<file path="src/rtl/debounce2.sv">
// Two-channel push-button debouncer: 2-FF synchronizer plus a 4-state stability FSM per channel.
// Optional single-cycle edge pulses are compiled in when DEBOUNCE2_EDGE_PULSE_EN is defined.
module debounce2 #(
    parameter int STABLE_CYCLES = 50000,
    parameter int CNT_WIDTH     = 16
) (
    input  logic clk,
    input  logic reset,
    input  logic a_raw,
    input  logic b_raw,
    output logic a_clean,
    output logic b_clean
`ifdef DEBOUNCE2_EDGE_PULSE_EN
    ,
    output logic a_rise,
    output logic a_fall,
    output logic b_rise,
    output logic b_fall
`endif
);

    typedef enum logic [1:0] {
        IDLE_LOW  = 2'd0,
        WAIT_HIGH = 2'd1,
        IDLE_HIGH = 2'd2,
        WAIT_LOW  = 2'd3
    } state_t;

    localparam logic [CNT_WIDTH-1:0] CNT_LAST = CNT_WIDTH'(STABLE_CYCLES - 1);
    localparam logic [CNT_WIDTH-1:0] CNT_ONE  = CNT_WIDTH'(1);

    logic [1:0] raw_s;
    logic [1:0] clean_s;
`ifdef DEBOUNCE2_EDGE_PULSE_EN
    logic [1:0] rise_s;
    logic [1:0] fall_s;
`endif

    assign raw_s = {b_raw, a_raw};

    for (genvar ch = 0; ch < 2; ch++) begin : g_chan
        logic                 sync1_q;
        logic                 sync2_q;
        state_t               state_q;
        state_t               state_d;
        logic [CNT_WIDTH-1:0] cnt_q;
        logic [CNT_WIDTH-1:0] cnt_d;
        logic                 clean_q;
        logic                 clean_d;

        // Two-flop synchronizer for the asynchronous raw input.
        always_ff @(posedge clk or posedge reset) begin
            if (reset) begin
                sync1_q <= 1'b0;
                sync2_q <= 1'b0;
            end else begin
                sync1_q <= raw_s[ch];
                sync2_q <= sync1_q;
            end
        end

        // State, stability counter and registered clean level.
        always_ff @(posedge clk or posedge reset) begin
            if (reset) begin
                state_q <= IDLE_LOW;
                cnt_q   <= {CNT_WIDTH{1'b0}};
                clean_q <= 1'b0;
            end else begin
                state_q <= state_d;
                cnt_q   <= cnt_d;
                clean_q <= clean_d;
            end
        end

        // Next-state logic; any reversal while waiting drops back to the idle state.
        always_comb begin
            state_d = state_q;
            cnt_d   = cnt_q;
            case (state_q)
                IDLE_LOW: begin
                    if (sync2_q) begin
                        state_d = WAIT_HIGH;
                        cnt_d   = {CNT_WIDTH{1'b0}};
                    end else begin
                        state_d = IDLE_LOW;
                    end
                end
                WAIT_HIGH: begin
                    if (!sync2_q) begin
                        state_d = IDLE_LOW;
                    end else if (cnt_q == CNT_LAST) begin
                        state_d = IDLE_HIGH;
                    end else begin
                        cnt_d = cnt_q + CNT_ONE;
                    end
                end
                IDLE_HIGH: begin
                    if (!sync2_q) begin
                        state_d = WAIT_LOW;
                        cnt_d   = {CNT_WIDTH{1'b0}};
                    end else begin
                        state_d = IDLE_HIGH;
                    end
                end
                WAIT_LOW: begin
                    if (sync2_q) begin
                        state_d = IDLE_HIGH;
                    end else if (cnt_q == CNT_LAST) begin
                        state_d = IDLE_LOW;
                    end else begin
                        cnt_d = cnt_q + CNT_ONE;
                    end
                end
                default: begin
                    state_d = IDLE_LOW;
                    cnt_d   = {CNT_WIDTH{1'b0}};
                end
            endcase
            clean_d = (state_d == IDLE_HIGH) || (state_d == WAIT_LOW);
        end

        assign clean_s[ch] = clean_q;

`ifdef DEBOUNCE2_EDGE_PULSE_EN
        logic rise_q;
        logic fall_q;

        // Edge pulses share the clean register's update so they align with its first new cycle.
        always_ff @(posedge clk or posedge reset) begin
            if (reset) begin
                rise_q <= 1'b0;
                fall_q <= 1'b0;
            end else begin
                rise_q <= clean_d & ~clean_q;
                fall_q <= ~clean_d & clean_q;
            end
        end

        assign rise_s[ch] = rise_q;
        assign fall_s[ch] = fall_q;
`endif
    end

    assign a_clean = clean_s[0];
    assign b_clean = clean_s[1];
`ifdef DEBOUNCE2_EDGE_PULSE_EN
    assign a_rise  = rise_s[0];
    assign a_fall  = fall_s[0];
    assign b_rise  = rise_s[1];
    assign b_fall  = fall_s[1];
`endif

endmodule

</file>
<file path="config.mk">
export PLATFORM = sky130hd
export DESIGN_NAME = debounce2
export DESIGN_NICKNAME = d
export VERILOG_FILES = /design/src/rtl/debounce2.sv
export SDC_FILE = /design/constraint.sdc
export NUM_CORES = 1
export LEC_CHECK = 0
export BUFFER_PORTS_ARGS = -buffer_cell sky130_fd_sc_hd__buf_2
export CAP_MARGIN = 20
export CORE_AREA = 2 2 73 75
export CTS_CLUSTER_DIAMETER = 200
export DETAILED_ROUTE_END_ITERATION = 10
export DIE_AREA = 0 0 75 77
export SLEW_MARGIN = 5
export SYNTH_ARGS = -nofsm -noshare
export SYNTH_HDL_FRONTEND = slang
export SYNTH_SLANG_ARGS = --single-unit
</file>
<file path="constraint.sdc">
create_clock -name clk -period 2.92 [get_ports clk]
set_input_delay 0.146 -clock clk [delete_from_list [all_inputs] [get_ports clk]]
set_output_delay 0.146 -clock clk [all_outputs]
set_load 0.01 [all_outputs]
</file>
==> summary.txt, run 1 <==
Run status
  – Status: complete, no violations

Synth
  – Xor and xnor area share after synthesis: 2.84%
  – Number of synthesis warnings: 0
  – Post-synth EDFFs: 0
  – Library cells used by synthesis: 43
  – Avg Inst Size Synth: 9.73 sq um
  – Simple-gate share of the synthesized area: 29.7%
  – Cells after synthesis: 222
  – Mapped Area: 2160 sq um
  – Top_reg_cell synth: dfrtp_1
  – Syn Nets: 228
  – Synth Area in Adders: 1.16%
  – Largest family of logic cells by synthesized area: simple AND/OR/NAND/NOR gates
  – Post-synthesis sequential area ratio: 46.3%
  – Post-synthesis async set-or-reset flop share: 100%
  – Post-synthesis compound-gate area fraction: 14.2%
  – Post-synthesis register bit count: 40
  – Mux cell area share after synthesis: 2.90%

Route
  – Vias: 1771
  – Vias per Instance: 5.88
  – Routed length per placed instance: 14.6 um
  – Drt initial violations: 101
  – # DRC: 0
  – Final wirelength: 4.40 mm
  – DR pass1 iterations: 4
  – ANT nets after route: 0

STA
  – Worst slew pin tran: 0.783 ns
  – Max frequency: 464 MHz
  – RSZ-0062 raised after global routing: false
  – Minimum clock period: 2.16 ns
  – Final setup margin: 0.764 ns
  – Worst clock skew: 0.0109 ns
  – Final hold viol count: 0
  – Final setup TNS: 0 ns
  – Pins over their slew limit: 0
  – Slew HR: 47.6%
  – Final Cycle Share: 73.8%
  – Final setup violation count: 0

Placement
  – Buffers on Ports: 5
  – GPL Wtd Cong: 0.797
  – Pre-CTS setup slack: 0.792 ns
  – Post-DP HPWL: 3.07 mm

Clock network
  – PostCTS Resize Cnt: 0
  – Clk slew on worst S/H paths: 0.08 ns
  – H-tree depth: 2
  – CTS tree: built
  – Clk_lat worst skew: 0.29 ns
  – Post-CTS setup buffer count: 0
  – Max clock buf depth: 2
  – CTS buffer count: 5
  – Clock sinks: 40
  – Root buf cell: clkbuf_8
  – CTS Hold Bufs: 3

Global routing
  – Total grt overflow: 0
  – First-pass GRT wire length: 7.62 mm
  – GRT Util Overall: 16.8%
  – Vias in the first global route: 1566
  – Initial antenna violation count: 0
  – Largest net degree at the start of global routing: 27

Floorplan
  – Die Span Y: 77 um
  – DIE WIDTH: 75 um
  – Die ar.: 5780 sq um
  – Core Rows: 26
  – Area of the core: 4980 sq um
  – Initial core utilization: 43.4%
  – Io pins: 6

Cells and area
  – Area of the multi-input gates: 1100 sq um
  – ANT cells: 0
  – FF+latch area: 1000 sq um
  – Area Overhead vs Synth: 11.8%
  – Ratio of cells with drive above 1 in the final layout: 9.52%
  – Nets: 237
  – Fill cell count: 461

Pwr
  – Leak: 0.986 nW
  – Worst VDD drop: 0.355 mV
  – Pwr Density: 488 nW/um^2

Setup path
  – CP arrival: 2.29 ns
  – Nature of the critical path endpoint: flip-flop
  – Startpoint types: flip-flop
  – CP Max Fanout: 15
  – WS Path Type: flip-flop to flip-flop
  – CP required: 3.05 ns

Worst hold path
  – Path category of the worst min-delay check: flip-flop to flip-flop

Flow run
  – # Max-Cap Violations: 0
## worst max-delay path, stage by stage, from the launching register on
cell and delay, ns:
dfrtp_1 0.45, or4b_4 0.60, nor4_4 0.67, or4_1 0.22, a21oi_1 0.07
## state kept, by name, indices dropped and copies added (netlist names)
signal          count
g_chan.state_q      2
a_clean             1
g_chan.sync2_q      2
g_chan.cnt_q       32
g_chan.sync1_q      2
b_clean             1
## final timing paths
path / from / to / slack, ns / depth (start not counted)
worst max-delay path: g_chan[0].cnt_q[7] / g_chan[0].cnt_q[11] / 0.76 / 4
worst min-delay path: g_chan[1].sync1_q / g_chan[1].sync2_q / 0.35 / 0
worst max register to register: g_chan[0].cnt_q[7] / g_chan[0].cnt_q[11] / 0.76 / 4
worst min register to register: g_chan[1].sync1_q / g_chan[1].sync2_q / 0.35 / 0
max in group asynchronous: reset / g_chan[1].cnt_q[8] / 1.72 / 4
min in group asynchronous: reset / g_chan[0].sync1_q / 0.47 / 3
## through the flow
step,std cells,hold slack [ns],power (W),instance area (sq um),util (%)
2_1_floorplan,222,0.177,0.000644,2160,-
3_3_place_gp,291,0.200,0.000665,2260,45.3
3_5_place_dp,291,0.208,0.000665,2260,45.3
4_1_cts,301,0.357,0.00120,2420,48.5
5_1_grt,301,0.359,0.00122,2420,48.5
6_report,301,0.353,0.00118,2420,48.5
## where the power goes
part           switching, W  leakage [nW]  internal, W
logic             0.0000411         0.381    0.0000253
registers         0.0000215         0.540     0.000570
clock network      0.000185        0.0642     0.000336
total              0.000247         0.986     0.000932
## final cells by class
cell class,count,share of cell area (%)
clock buffers,5,2.85
multi-input cells,166,45.5
inverters,8,1.24
flip-flops and latches,40,41.4
clock inverters,2,2.49
well taps,70,3.63
repair buffers,10,2.90
## cells in the mapped netlist, types with 2 or more instances
master | count | area (sq um)
dfrtp_1 | 40 | 1000
nand2_1 | 19 | 71.3
nand3_1 | 16 | 80.1
a21oi_1 | 14 | 70.1
o31ai_1 | 13 | 97.6
or4_1 | 12 | 90.1
nor2_1 | 11 | 41.3
nand4_1 | 10 | 62.6
clkbuf_1 | 7 | 26.3
inv_1 | 7 | 26.3
nand2b_1 | 7 | 43.8
o21ai_0 | 6 | 30.0
xnor2_1 | 5 | 43.8
and3_1 | 4 | 25.0
and4_1 | 4 | 35.0
mux2i_1 | 4 | 40.0
o21ai_1 | 4 | 20.0
nor4_1 | 3 | 18.8
o211ai_1 | 3 | 22.5
ha_1 | 2 | 25.0
nand3b_1 | 2 | 15.0
nor2b_1 | 2 | 12.5
nor4_4 | 2 | 42.5
nor4b_1 | 2 | 17.5
o41ai_1 | 2 | 17.5
or3_1 | 2 | 12.5
or4b_4 | 2 | 27.5
xor2_1 | 2 | 17.5
## per-layer routing
layer | global-route usage, % | part of all wire, % | vias to the layer above
met5 | 0 | 0 | -
li1 | - | - | 864
met4 | 5.89 | 1.5 | 0
met1 | 26.7 | 51 | 852
met2 | 22.3 | 43 | 49
met3 | 3.29 | 3.8 | 6
## cell usage in the layout, fill, tap and decap left out, drive strengths merged
cell and count:
dfrtp 40, nand2 19, nand3 16, a21oi 14, o31ai 13, or4 13
nor2 11, nand4 10, o21ai 10, inv 8, nand2b 7, buf 7
xnor2 5, clkbuf 5, and4 5, nor4 5, mux2i 4, and3 4
o211ai 3, dlygate4sd3 3, or4b 2, xor2 2, nor2b 2, nor4b 2
o41ai 2, nand3b 2, or3 2, ha 2, bufinv 2, mux2 2
nand4b 1, and3b 1, o311ai 1, a21o 1, o221ai 1, o2bb2ai 1
a32o 1, and2 1, a31oi 1
## kinds of logic after synthesis
| family | Yosys count |
|---|---|
| compound gates | 48 |
| xor+xnor | 7 |
| fa+ha+maj | 2 |
| buf+inv | 16 |
| flops | 40 |
| mux | 6 |
| simple gates | 103 |
Power figures use the tool's default switching activity.
==> inputs of run 2 (changes only) <==
clock period = 1.8 ns   (was 2.92 ns; I/O delays follow)
==> summary.txt, run 2 (synthesis results as in run 1) <==
Run status
  – Status: finished, violations left
  – Failing checks: negative setup slack

Global routing
  – Initial antenna violation count: 0
  – First-pass GRT wire length: 8.67 mm
  – Total grt overflow: 0
  – GRT Util Overall: 19.3%
  – Vias in the first global route: 1858
  – Largest net degree at the start of global routing: 41

Pwr
  – Leak: 1.18 nW
  – Pwr Density: 614 nW/um^2
  – Power Total: 0.00167 W
  – Worst VDD drop: 0.476 mV

Cells and area
  – Nets: 277
  – Area Overhead vs Synth: 25.5%
  – Fin util: 54.5%
  – ANT cells: 0
  – Most common cell after layout, fill and taps aside: dfrtp_1
  – Largest Register: g_chan.cnt_q
  – Ratio of cells with drive above 1 in the final layout: 25.1%
  – Max FFs per register: 32
  – Most frequent cells in the layout: 40 x dfrtp_1, 37 x buf_4, 19 x nand2_1

Floorplan
  – Die Span Y: 77 um
  – Area of the core: 4980 sq um
  – Io pins: 6
  – Core Rows: 26
  – Initial core utilization: 43.4%
  – Die ar.: 5780 sq um
  – DIE WIDTH: 75 um

STA
  – Pins over their slew limit: 0
  – Final Cycle Share: 106%
  – Slew HR: 40.7%
  – Minimum clock period: 1.91 ns
  – Worst clock skew: 0.00678 ns
  – Final setup margin: -0.107 ns
  – Max frequency: 524 MHz
  – RSZ-0062 raised after global routing: true
  – Final setup violation count: 16
  – Final hold viol count: 0
  – Worst slew pin tran: 0.886 ns

Setup path
  – Nature of the critical path endpoint: flip-flop
  – Max incr delay on CP: 0.58 ns
  – Worst path cell trace: or4b_4 > or4_4 > and4_4 > mux2i_1
  – Slowest-stage cell, CP: or4_4
  – CP arrival: 2.09 ns
  – WS Path Type: flip-flop to flip-flop
  – R2R depth: 4
  – CP required: 1.98 ns
  – Startpoint types: flip-flop
  – CP Max Fanout: 5

Clock network
  – CTS tree: built
  – Max clock buf depth: 2
  – CTS buffer count: 5
  – Root buf cell: clkbuf_8
  – H-tree depth: 2
  – Clock sinks: 40
  – Clk_lat worst skew: 0.29 ns
  – Clk slew on worst S/H paths: 0.07 ns

Route
  – ANT nets after route: 0
  – Routed length per placed instance: 14.5 um
  – # DRC: 0
  – Vias: 1952
  – Vias per Instance: 5.72
  – Drt initial violations: 162
  – DR pass1 iterations: 4
  – Final wirelength: 4.93 mm

Flow run
  – # Max-Cap Violations: 0

Placement
  – Buffers on Ports: 5
  – GPL Wtd Cong: 0.828
  – Post-DP HPWL: 3.41 mm

Worst hold path
  – Path category of the worst min-delay check: flip-flop to flip-flop
  – Hold depth: 0
==> run 2: routing by layer <==
metal  wire length (um)  part of all wire, %  global-route usage (%)  up-vias
met5                  0                    0                       0        -
met4                 74                  1.5                    7.50        0
met3                210                  4.3                    3.15        8
met2               2170                   44                    25.7       56
met1               2480                   50                    30.5      946
li1                   -                    -                       -      942
==> run 2: final cells by class <==
class / instances / area, sq um
Clock buffer: 6 / 72.6
Clock inverter: 1 / 5.00
Fill cell: 437 / 2260
Multi-Input combinational cell: 166 / 1130
Tap cell: 70 / 87.6
Inverter: 8 / 30.0
Sequential cell: 40 / 1000
Timing Repair Buffer: 50 / 389
==> run 2: timing repair <==
item                                   CTS  global route
endpoints found under the hold margin   42             0
setup buffers                            3             2
gates resized for setup                  1            11
setup endpoints to repair               15            24
pin swaps                                3             6
hold buffers                             3             0
==> run 2: through the flow <==
stage	setup TNS, ns	worst slack [ns]	instance area, sq um	hold WS, ns	cells
after floorplan	-0.213	-0.123	2160	0.121	222
after global placement	-0.742	-0.0892	2520	0.200	326
after detailed placement	-1.02	-0.114	2520	0.200	326
after CTS	-0.710	-0.0770	2650	0.363	339
after global routing	-1.82	-0.154	2710	0.370	341
final	-0.684	-0.107	2710	0.361	341
==> run 2: report_power, final <==
| part | switching, W | internal (W) | total (W) |
|---|---|---|---|
| Sequential | 0.0000187 | 0.000925 | 0.000944 |
| Combinational | 0.0000909 | 0.0000713 | 0.000162 |
| Clock | 0.000297 | 0.000263 | 0.000560 |
==> run 2: path summary, 6_finish.rpt <==
path                                         start             endpoint  slack [ns]
worst max-delay path            g_chan[0].cnt_q[5]  g_chan[0].cnt_q[13]       -0.11
worst min-delay path             g_chan[0].sync1_q    g_chan[0].sync2_q        0.36
min in group asynchronous                    reset  g_chan[0].cnt_q[12]        0.49
max in group asynchronous                    reset   g_chan[1].cnt_q[5]        0.96
worst min register to register   g_chan[0].sync1_q    g_chan[0].sync2_q        0.36
worst max register to register  g_chan[0].cnt_q[5]  g_chan[0].cnt_q[13]       -0.11
==> run 2: worst max-delay path, delay by kind of cell (launching register included) <==
family	cells	cell delay, ns
DFF	1	0.38
and+or+nand+nor	3	1.31
muxes	1	0.11
